==> src/rtl/cic3_decimator.sv <==
// cic3_decimator: third-order CIC (sinc^3) decimator for a 1-bit delta-sigma stream.
// Decimates by R = 2**DECIM_LOG2 and produces signed OUT_WIDTH-bit PCM samples.
//
// Ports:
//   i_clk      clock, rising edge
//   i_rst      asynchronous active-high reset, clears all state
//   i_en       sample strobe; i_bit is consumed only when high
//   i_clear    synchronous restart, same effect as reset, wins over i_en
//   i_bit      modulator bitstream (1 -> +1, 0 -> -1)
//   o_data     signed decimated sample, held between o_valid pulses
//   o_valid    one-cycle pulse, one clock after the decimation tick
//   o_settled  high from the 4th o_valid until reset/clear
module cic3_decimator #(
    parameter int unsigned DECIM_LOG2 = 5,
    parameter int unsigned OUT_WIDTH  = 2 + 3 * DECIM_LOG2
) (
    input  logic                 i_clk,
    input  logic                 i_rst,
    input  logic                 i_en,
    input  logic                 i_clear,
    input  logic                 i_bit,
    output logic [OUT_WIDTH-1:0] o_data,
    output logic                 o_valid,
    output logic                 o_settled
);

    if (DECIM_LOG2 < 1 || DECIM_LOG2 > 8) begin : g_bad_decim
        $error("cic3_decimator: DECIM_LOG2 must be in 1..8");
    end
    if (OUT_WIDTH < 2 + 3 * DECIM_LOG2) begin : g_bad_width
        $error("cic3_decimator: OUT_WIDTH too small for the CIC bit growth");
    end

    logic [OUT_WIDTH-1:0]  i1_q, i1_d, i2_q, i2_d, i3_q, i3_d;
    logic [OUT_WIDTH-1:0]  d1_q, d1_d, d2_q, d2_d, d3_q, d3_d;
    logic [OUT_WIDTH-1:0]  data_q, data_d;
    logic [DECIM_LOG2-1:0] cnt_q, cnt_d;
    logic [2:0]            out_cnt_q, out_cnt_d;
    logic                  valid_q, valid_d;
    logic                  settled_q, settled_d;

    logic [OUT_WIDTH-1:0]  x;
    logic [OUT_WIDTH-1:0]  s, c1, c2, c3;
    logic                  tick;

    // +1 / -1 in two's complement
    assign x    = i_bit ? OUT_WIDTH'(1) : '1;
    assign tick = i_en && (cnt_q == '1);

    // Comb input is the post-update I3; all arithmetic wraps modulo 2^OUT_WIDTH,
    // the comb differences undo any integrator overflow.
    assign s  = i3_q + i2_q;
    assign c1 = s - d1_q;
    assign c2 = c1 - d2_q;
    assign c3 = c2 - d3_q;

    always_comb begin
        i1_d      = i1_q;
        i2_d      = i2_q;
        i3_d      = i3_q;
        d1_d      = d1_q;
        d2_d      = d2_q;
        d3_d      = d3_q;
        data_d    = data_q;
        cnt_d     = cnt_q;
        out_cnt_d = out_cnt_q;
        valid_d   = 1'b0;
        settled_d = settled_q;

        if (i_clear) begin
            i1_d      = '0;
            i2_d      = '0;
            i3_d      = '0;
            d1_d      = '0;
            d2_d      = '0;
            d3_d      = '0;
            data_d    = '0;
            cnt_d     = '0;
            out_cnt_d = '0;
            settled_d = 1'b0;
        end else if (i_en) begin
            i1_d  = i1_q + x;
            i2_d  = i2_q + i1_q;
            i3_d  = i3_q + i2_q;
            cnt_d = cnt_q + DECIM_LOG2'(1);
            if (tick) begin
                d1_d    = s;
                d2_d    = c1;
                d3_d    = c2;
                data_d  = c3;
                valid_d = 1'b1;
                // Counted at the tick so the count and settled flag land with o_valid.
                if (out_cnt_q != 3'd4) begin
                    out_cnt_d = out_cnt_q + 3'd1;
                end
                if (out_cnt_q == 3'd3) begin
                    settled_d = 1'b1;
                end
            end
        end
    end

    always_ff @(posedge i_clk or posedge i_rst) begin
        if (i_rst) begin
            i1_q      <= '0;
            i2_q      <= '0;
            i3_q      <= '0;
            d1_q      <= '0;
            d2_q      <= '0;
            d3_q      <= '0;
            data_q    <= '0;
            cnt_q     <= '0;
            out_cnt_q <= '0;
            valid_q   <= 1'b0;
            settled_q <= 1'b0;
        end else begin
            i1_q      <= i1_d;
            i2_q      <= i2_d;
            i3_q      <= i3_d;
            d1_q      <= d1_d;
            d2_q      <= d2_d;
            d3_q      <= d3_d;
            data_q    <= data_d;
            cnt_q     <= cnt_d;
            out_cnt_q <= out_cnt_d;
            valid_q   <= valid_d;
            settled_q <= settled_d;
        end
    end

    assign o_data    = data_q;
    assign o_valid   = valid_q;
    assign o_settled = settled_q;

endmodule

==> config.mk <==
export PLATFORM = sky130hd
export DESIGN_NAME = cic3_decimator
export DESIGN_NICKNAME = d
export VERILOG_FILES = /design/src/rtl/cic3_decimator.sv
export SDC_FILE = /design/constraint.sdc
export NUM_CORES = 1
export LEC_CHECK = 0
export ABC_AREA = 0
export BUFFER_PORTS_ARGS = -buffer_cell sky130_fd_sc_hd__buf_2
export CORE_ASPECT_RATIO = 1.1
export CORE_UTILIZATION = 55
export DETAILED_ROUTE_END_ITERATION = 7
export GPL_ROUTABILITY_DRIVEN = 0
export PLACE_DENSITY = 0.8
export SLEW_MARGIN = 10
export SYNTH_ARGS = -nofsm -noshare
export SYNTH_HDL_FRONTEND = slang
export SYNTH_SLANG_ARGS = --single-unit
==> constraint.sdc <==
create_clock -name i_clk -period 6.65 [get_ports i_clk]
set_input_delay 0.3325 -clock i_clk [delete_from_list [all_inputs] [get_ports i_clk]]
set_output_delay 0.3325 -clock i_clk [all_outputs]
set_load 0.01 [all_outputs]
# Yosys cells after proc, flatten, opt, wreduce, memory -nomap -nowiden
# Cells that the tools add are included.
dict set report classes {
  n_addsub 8
  reduce_logical 8
  mux 32
  eq_ne 3
}
# operator n
set op_table {}
lappend op_table {{2-to-1 mux 17 bit} 19}
lappend op_table {{adder 17 bit} 3}
lappend op_table {{subtractor 17 bit} 3}
lappend op_table {{2-to-1 mux 3 bit} 4}
lappend op_table {{2-to-1 mux 5 bit} 2}
lappend op_table {{nonzero test 2 bit} 4}
lappend op_table {{2-to-1 mux 1 bit} 7}
lappend op_table {{AND reduction 3 bit} 2}
lappend op_table {{adder 5 x 1 -> 5 bit, second input constant} 1}
lappend op_table {{== test 5 bit, second input constant} 1}
lappend op_table {{adder 3 x 1 -> 3 bit, second input constant} 1}
lappend op_table {{== test 3 x 2 -> 1 bit, second input constant} 1}
lappend op_table {{!= test 3 bit, second input constant} 1}
lappend op_table {{AND reduction 2 bit} 1}
lappend op_table {{logical AND 1 bit} 1}
dict set report totals {
  reg_bits 129
  input_bits 5
  elab_cells 62
}

# Depth between registers and ports, before layout
# Gate-level depths: netlist of run 1.
dict set report logic_depth {
  ltp_word 7
  depth_mapped 32
  depth_no_buf 32
}

# Worst setup path before layout of run 1
# No wires, ideal clock.
dict set report synth_timing {
  path_type {register -> register}
  startpoint {register i2_q[0]}
  endpoint {register data_q[16], in the netlist o_data[16]}
  path_stages_with_launch 28
  period_less_slack_ns 5.747
  n_path_buf 0
  setup_slack_ns 0.903
  t_arrival_ns 5.610
  cell_sequence {dfrtp_1 ha_1 inv_1 fa_1 nor2b_1 o31ai_2 a21boi_0 ha_1 o21a_1 o31a_1 o41ai_2 and2b_1 nor2_1 xnor2_1 ha_1 and2_1 a31o_2 or4_1 nand2_1 xnor2_1 ha_1 or3_1 o31ai_1 o21ai_0 a21oi_1 xnor3_1 xnor3_1 a21oi_1}
}
dict set report synth_between {
  elab_chain_cells 7
}
# element line
set synth_lines {}
lappend synth_lines {{from (decl)} 34} ;# logic [OUT_WIDTH-1:0] i1_q, i1_d, i2_q, i2_d, i3_q, i3_d;
lappend synth_lines {{from (signal assigned)} 118} ;# i2_q <= i2_d;
lappend synth_lines {{adder 17 bit} 52} ;# assign s = i3_q + i2_q;
lappend synth_lines {{subtractor 17 bit} 53} ;# assign c1 = s - d1_q;
lappend synth_lines {{subtractor 17 bit} 54} ;# assign c2 = c1 - d2_q;
lappend synth_lines {{subtractor 17 bit} 55} ;# assign c3 = c2 - d3_q;
lappend synth_lines {{2-to-1 mux 17 bit} 86} ;# if (tick) begin
lappend synth_lines {{2-to-1 mux 17 bit} 81} ;# end else if (i_en) begin
lappend synth_lines {{2-to-1 mux 17 bit} 70} ;# if (i_clear) begin
lappend synth_lines {{to (signal assigned)} 123} ;# data_q <= data_d;
lappend synth_lines {{to (decl)} 36} ;# logic [OUT_WIDTH-1:0] data_q, data_d;
# Every way passes these cells. The select of a mux whose other input is x is not followed.
# A chain may end at the register's enable or synchronous reset.

# Final worst setup path of run 1
dict set report layout_timing {
  startpoint {register i2_q[1]}
  endpoint {register data_q[16], in the netlist o_data[16]}
}
# The elaborated chain is that of the path after synthesis.

==> results of run 1 <==
==> cells by family (layout without fill, tap and decap cells) <==
| kind of cell | after synthesis | count (layout) |
|---|---|---|
| AND/OR/NAND/NOR | 366 | 366 |
| multiplexers | 44 | 44 |
| adder cells (fa/ha/maj) | 106 | 106 |
| buffers and inverters | 118 | 141 |
| flip-flops | 129 | 129 |
| AO/OA/AOI/OAI | 256 | 256 |
| XOR/XNOR | 79 | 79 |
==> power breakdown <==
group	switching (mW)	leakage (nW)	total, mW	internal (mW)
Sequential	0.0413	1.78	0.869	0.828
Clock	0.364	0.281	0.934	0.570
Combinational	1.89	2.78	3.47	1.58
Total	2.30	4.83	5.27	2.97
==> placed cells by master (no fill, tap or decap), types with 5 or more instances in the layout <==
cell and instances:
a21boi_0 6, clkbuf_16 17, xor2_1 20, buf_4 6
nand2b_1 13, a21o_1 14, o31ai_1 8, dfrtp_1 129
and3_1 10, or2_2 5, nand2_1 118, o21ai_0 37
o21a_1 16, buf_2 22, and2_1 6, a31oi_1 11
mux2i_1 43, xnor2_1 54, nor2_1 130, inv_1 80
fa_1 6, a211oi_1 19, nor3_1 22, a21oi_1 96
nor2b_1 13, nand3b_1 5, o21bai_1 10, ha_1 99
nand3_1 22, or3_1 6
==> per-layer routing <==
layer	vias to the layer above	track usage (%)
met2	83	40.4
met3	26	4.00
met5	-	0
li1	3830	-
met4	0	8.02
met1	3526	25.2
==> per-stage QoR <==
stage	power, mW	instance area [µm²]
3_5_place_dp	4.28	9810
3_3_place_gp	4.17	9810
4_1_cts	5.25	10400
6_report	5.27	10400
2_1_floorplan	3.71	9500
5_1_grt	5.73	10400
==> worst max-delay path by stage <==
stage               cells after the start  slack (ns)                     end                start
finish                                 28        0.42  o_data[16]$_DFFE_PP0P_  i2_q[1]$_DFFE_PP0P_
global route                           28       -0.02  o_data[16]$_DFFE_PP0P_  i2_q[1]$_DFFE_PP0P_
CTS                                    27        0.19  o_data[16]$_DFFE_PP0P_  i2_q[0]$_DFFE_PP0P_
detailed placement                     27        0.27  o_data[16]$_DFFE_PP0P_  i2_q[0]$_DFFE_PP0P_
global placement                       27        0.48  o_data[16]$_DFFE_PP0P_  i2_q[0]$_DFFE_PP0P_
floorplan                              27        0.90  o_data[16]$_DFFE_PP0P_  i2_q[0]$_DFFE_PP0P_
==> critical path: cells and delay by family, from the launching register on <==
family,cells,cell delay (ns)
fa+ha+maj,4,1.26
compound gates,14,2.60
xor+xnor,4,0.82
flops,1,0.44
simple gates,6,0.97
==> area by class of cell <==
type                    count  area, µm²  area share (%)
clock buffers              19        453            4.34
clock inverters            13        136            1.31
inverters                  81        307            2.94
multi-input cells         851       5860            56.2
flip-flops and latches    129       3230            31.0
well taps                 234        293            2.81
repair buffers             28        155            1.49
==> sequential cells by signal, summed over array words and instances, names as in the netlist <==
name / cells
d2_q: 17
i1_q: 17
i2_q: 17
cnt_q: 5
d3_q: 17
i3_q: 17
d1_q: 17
o_valid: 1
out_cnt_q: 3
o_settled: 1
o_data: 17
==> flow_metrics.py, run 1 <==
metrics = {
    "run_status": {
        "outcome": "finished clean",
    },
    "critical_path": {
        "worst-path-max-fanout": 5,
        "path_class": "register to register",
        "slowest_stage": "dfrtp_1",
        "cp-end-kind": "register",
        "rr_worst_depth": 28,
        "r2r-start": "i2_q[1]$_DFFE_PP0P_",
        "crit_path_start_kind": "register",
        "crit_arrival_ns": 6.51,
        "slowest_delay_ns": 0.44,
        "crit_path_frequent_cell": "a21oi_1",
        "r2r-end": "o_data[16]$_DFFE_PP0P_",
        "required_ns": 6.93,
        "regToRegSetupSlack_ns": 0.42,
    },
    "pwr": {
        "ir_drop_v": 0.000299,
        "leakagePower_nw": 4.83,
        "power_density_nw_per_um2": 506,
    },
    "timing": {
        "period_share_pct": 93.6,
        "setup_tns_ns": 0,
        "setup_viol": 0,
        "max_slew_margin_pct": 42.5,
        "drv_slew": 0,
        "hold_violations": 0,
        "worst_pin_slew_ns": 0.862,
        "post-route-min-period_ns": 6.23,
        "fin_ws_ns": 0.423,
        "clock_skew_ns": 0.00673,
        "whs_ns": 0.0457,
        "max_freq_mhz": 161,
    },
    "synthesis": {
        "ys.flop_type": "dfrtp_1",
        "synth_edf_count": 0,
        "syn_inst": 1098,
        "async_flop_share_pct": 100,
        "synth-simple-area-share_pct": 17.2,
        "syn_area_per_cell_um2": 8.65,
        "synthMostInstantiatedCell": "nor2_1",
        "synth.top_cells.by_area": "dfrtp_1 34%, ha_1 13%, nor2_1 5.1%",
        "synth_seq_cells": 129,
        "syn_nets": 1209,
        "synthAdderAreaFrac_pct": 14.4,
        "yosys.area.top_type_share_pct": 34.0,
        "ys_seq_area_share_pct": 34.0,
        "synth_largest_area_cell": "dfrtp_1",
        "yosys_warnings": 0,
        "synthMuxAreaShare_pct": 4.65,
        "synth_xor_area_share_pct": 7.88,
        "synth_area_um2": 9500,
        "synth_compound_area_share_pct": 17.1,
        "yosys.cell_types.count": 60,
        "synthTopCellsByCount": "130 x nor2_1, 129 x dfrtp_1, 119 x nand2_1",
        "synth_top_family_by_area": "simple AND/OR/NAND/NOR gates",
    },
    "floorplan": {
        "dieWidth_um": 127,
        "die-height_um": 140,
        "rows": 50,
        "start_util_pct": 56.0,
        "fp.dieArea_um2": 17800,
        "ioPinCount": 24,
        "core_area_um2": 17000,
    },
    "final_layout": {
        "nets": 1219,
        "diodes": 0,
        "fin_util_pct": 61.5,
        "fillCellCount": 1410,
        "area_growth_pct": 9.83,
        "drive_above_1_share_pct": 8.03,
        "layout.cells.non_filler": 1355,
    },
    "detailed_routing": {
        "totalWireLength_mm": 18.5,
        "first_iter_violations": 364,
        "dr.max_layer_used": "met4",
        "detail-route-antenna-nets": 0,
        "wl_met2_mm": 9.64,
        "viasPerCell": 5.51,
        "vias": 7465,
        "wl_met3_um": 545,
        "m1WireLength_mm": 8.02,
        "wl_per_cell_um": 13.7,
        "drt_drc_violations_left": 0,
        "drtPass1Iterations": 4,
    },
    "place": {
        "port_buffers": 23,
        "dp_slack_ns": 0.267,
        "dp_cells": 1323,
        "dpl.hpwl_mm": 12.6,
    },
    "grt": {
        "grt_max_degree": 74,
        "grt-ovfl-total": 0,
        "antenna_found_initial": 0,
        "grt_util_all_layers_pct": 22.0,
        "grt_pass1_vias": 7174,
        "grt_pass1_wl_mm": 31.8,
    },
    "clock_tree": {
        "cts_max_level": 4,
        "clkTransAtPathRegs_ns": 0.06,
        "numCtsBuffers": 17,
        "cts_tree": "yes",
        "hold_buffers": 0,
        "cts_sinks": 129,
        "cts_resized": 0,
        "clockRootBuffer": "clkbuf_16",
        "post-cts-setup-buffer-count": 0,
        "clkLatencyLatePin_ns": 0.43,
        "cts_buffer_depth": 2,
    },
    "flow_run": {
        "maxCapViolCount": 0,
    },
    "hold_path": {
        "worstHoldPathType": "input port to asynchronous set/reset pin",
    },
}
No activity file was read; power rests on OpenSTA's default activity.
==> inputs of run 2 (changes only) <==
--- a/config.mk
+++ b/config.mk
@@ -8,10 +8,10 @@
 export ABC_AREA = 0
 export BUFFER_PORTS_ARGS = -buffer_cell sky130_fd_sc_hd__buf_2
 export CORE_ASPECT_RATIO = 1.1
-export CORE_UTILIZATION = 55
+export CORE_UTILIZATION = 60
 export DETAILED_ROUTE_END_ITERATION = 7
 export GPL_ROUTABILITY_DRIVEN = 0
-export PLACE_DENSITY = 0.8
+export PLACE_DENSITY = 0.85
 export SLEW_MARGIN = 10
 export SYNTH_ARGS = -nofsm -noshare
 export SYNTH_HDL_FRONTEND = slang
==> constraint.sdc (replaced) <==
create_clock -name i_clk -period 6.25 [get_ports i_clk]
set_input_delay 0.3125 -clock i_clk [delete_from_list [all_inputs] [get_ports i_clk]]
set_output_delay 0.3125 -clock i_clk [all_outputs]
set_load 0.01 [all_outputs]
==> flow_metrics.py, run 2 (synthesized netlist as in run 1, its figures left out) <==
metrics = {
    "floorplan": {
        "core_area_um2": 15200,
        "die-height_um": 134,
        "ioPinCount": 24,
        "dieWidth_um": 122,
        "fp.dieArea_um2": 16300,
        "start_util_pct": 62.3,
        "rows": 47,
    },
    "pwr": {
        "power_density_nw_per_um2": 547,
        "ir_drop_v": 0.000472,
        "leakagePower_nw": 4.96,
    },
    "timing": {
        "whs_ns": -0.0136,
        "drv_slew": 0,
        "period_share_pct": 96.9,
        "setup_viol": 0,
        "hold_violations": 20,
        "post-route-min-period_ns": 6.06,
        "max_freq_mhz": 165,
        "clock_skew_ns": 0.00940,
        "worst_pin_slew_ns": 0.956,
        "max_slew_margin_pct": 36.3,
        "fin_ws_ns": 0.191,
    },
    "critical_path": {
        "crit_arrival_ns": 6.33,
        "crit_path_start_kind": "register",
        "cp-end-kind": "register",
        "path_class": "register to register",
        "worst-path-max-fanout": 5,
        "required_ns": 6.52,
    },
    "detailed_routing": {
        "wl_met2_mm": 10.3,
        "drt_drc_violations_left": 0,
        "m1WireLength_mm": 8.64,
        "viasPerCell": 5.81,
        "vias": 7725,
        "totalWireLength_mm": 20.1,
        "dr.max_layer_used": "met4",
        "first_iter_violations": 458,
        "drtPass1Iterations": 5,
        "wl_met3_um": 577,
        "detail-route-antenna-nets": 0,
        "wl_per_cell_um": 15.1,
    },
    "clock_tree": {
        "clkLatencyLatePin_ns": 0.43,
        "cts_buffer_depth": 2,
        "clkTransAtPathRegs_ns": 0.07,
        "numCtsBuffers": 17,
        "cts_max_level": 4,
        "cts_sinks": 129,
        "cts_tree": "yes",
        "hold_buffers": 0,
        "clockRootBuffer": "clkbuf_16",
    },
    "final_layout": {
        "final_common_cell": "nor2_1",
        "multi_input_area_um2": 5990,
        "area_growth_pct": 12.0,
        "fillCellCount": 1129,
        "diodes": 0,
        "final_cell_mix": "129 x nor2_1, 128 x dfrtp_1, 118 x nand2_1",
        "regArea_um2": 3230,
        "drive_above_1_share_pct": 11.2,
        "fin_util_pct": 69.8,
        "nets": 1232,
        "layout.cells.non_filler": 1330,
    },
    "place": {
        "port_buffers": 23,
        "dp_cells": 1290,
        "dp_slack_ns": 0.145,
        "dpl.hpwl_mm": 13.1,
    },
    "grt": {
        "grt_util_all_layers_pct": 25.7,
        "antenna_found_initial": 0,
        "grt_max_degree": 86,
        "grt-ovfl-total": 0,
        "grt_pass1_wl_mm": 33.6,
        "grt_pass1_vias": 7687,
    },
    "run_status": {
        "outcome": "complete, but fails checks",
        "violations": "hold timing",
    },
    "hold_path": {
        "worstHoldPathType": "input port to asynchronous set/reset pin",
    },
    "flow_run": {
        "maxCapViolCount": 0,
    },
}
## run 2: worst paths after layout
path,startpoint,endpoint,slack [ns],cells past startpoint
worst max-delay path,i2_q[1]$_DFFE_PP0P_,o_data[16]$_DFFE_PP0P_,0.19,27
max in group asynchronous,i_rst,i2_q[1]$_DFFE_PP0P_,4.77,3
min in group i_clk,i_clear,o_data[2]$_DFFE_PP0P_,0.33,2
worst min register to register,o_settled$_DFFE_PP0P_,o_settled$_DFFE_PP0P_,0.50,2
worst max register to register,i2_q[1]$_DFFE_PP0P_,o_data[16]$_DFFE_PP0P_,0.19,27
worst min-delay path,i_rst,o_data[3]$_DFFE_PP0P_,-0.01,2
## run 2: power by group
part / switching, mW / leakage (nW) / total, mW / internal [mW]
sequential: 0.0423 / 1.78 / 0.923 / 0.881
combinational: 2.06 / 2.89 / 3.86 / 1.80
clock: 0.404 / 0.294 / 1.04 / 0.631
total: 2.51 / 4.96 / 5.82 / 3.31
## run 2: final cells by class
cell class | instances | share of cell area [%]
multi-input cells | 851 | 56.3
flip-flops and latches | 129 | 30.4
clock buffers | 17 | 4.00
inverters | 81 | 2.88
repair buffers | 41 | 2.38
well taps | 196 | 2.31
clock inverters | 15 | 1.74
## run 2: per-stage QoR
| step | TNS, ns | hold WS, ns | power [mW] | cell area (µm²) |
|---|---|---|---|---|
| finish | 0 | -0.0136 | 5.82 | 10600 |
| global route | -0.113 | 0.0447 | 6.37 | 10600 |
| CTS | 0 | 0.0212 | 5.63 | 10400 |
| detailed placement | 0 | 0.476 | 4.57 | 9800 |
| global placement | 0 | 0.467 | 4.48 | 9800 |
| floorplan | 0 | 0.454 | 3.95 | 9500 |
## run 2: timing repair
item,4_1_cts,5_1_grt
buffers inserted,0,8
resized for setup,0,42
endpoints found under the setup margin,0,4
## run 2: critical path, stage by stage, from the launching register on
cell and delay (ns):
dfrtp_2 0.42, ha_1 0.29, a21o_1 0.19, a21oi_2 0.22, o21bai_1 0.11, a21o_1 0.25, a21oi_2 0.20, inv_1 0.08
a21oi_1 0.20, xnor2_1 0.21, ha_1 0.36, and2b_1 0.22, nor2_2 0.09, xnor2_1 0.15, ha_1 0.30, and2_1 0.17
a31o_2 0.23, or4_4 0.49, nand2_1 0.09, xnor2_1 0.06, ha_1 0.18, or3_4 0.38, o31ai_4 0.24, o21ai_1 0.10
a21oi_1 0.16, xnor3_1 0.23, xnor3_1 0.20, a21oi_1 0.07
## run 2: routing by layer
layer	vias to the layer above	global-route usage (%)
met4	0	10.0
met3	47	5.44
met2	138	46.3
met5	-	0
met1	3689	29.2
li1	3851	-
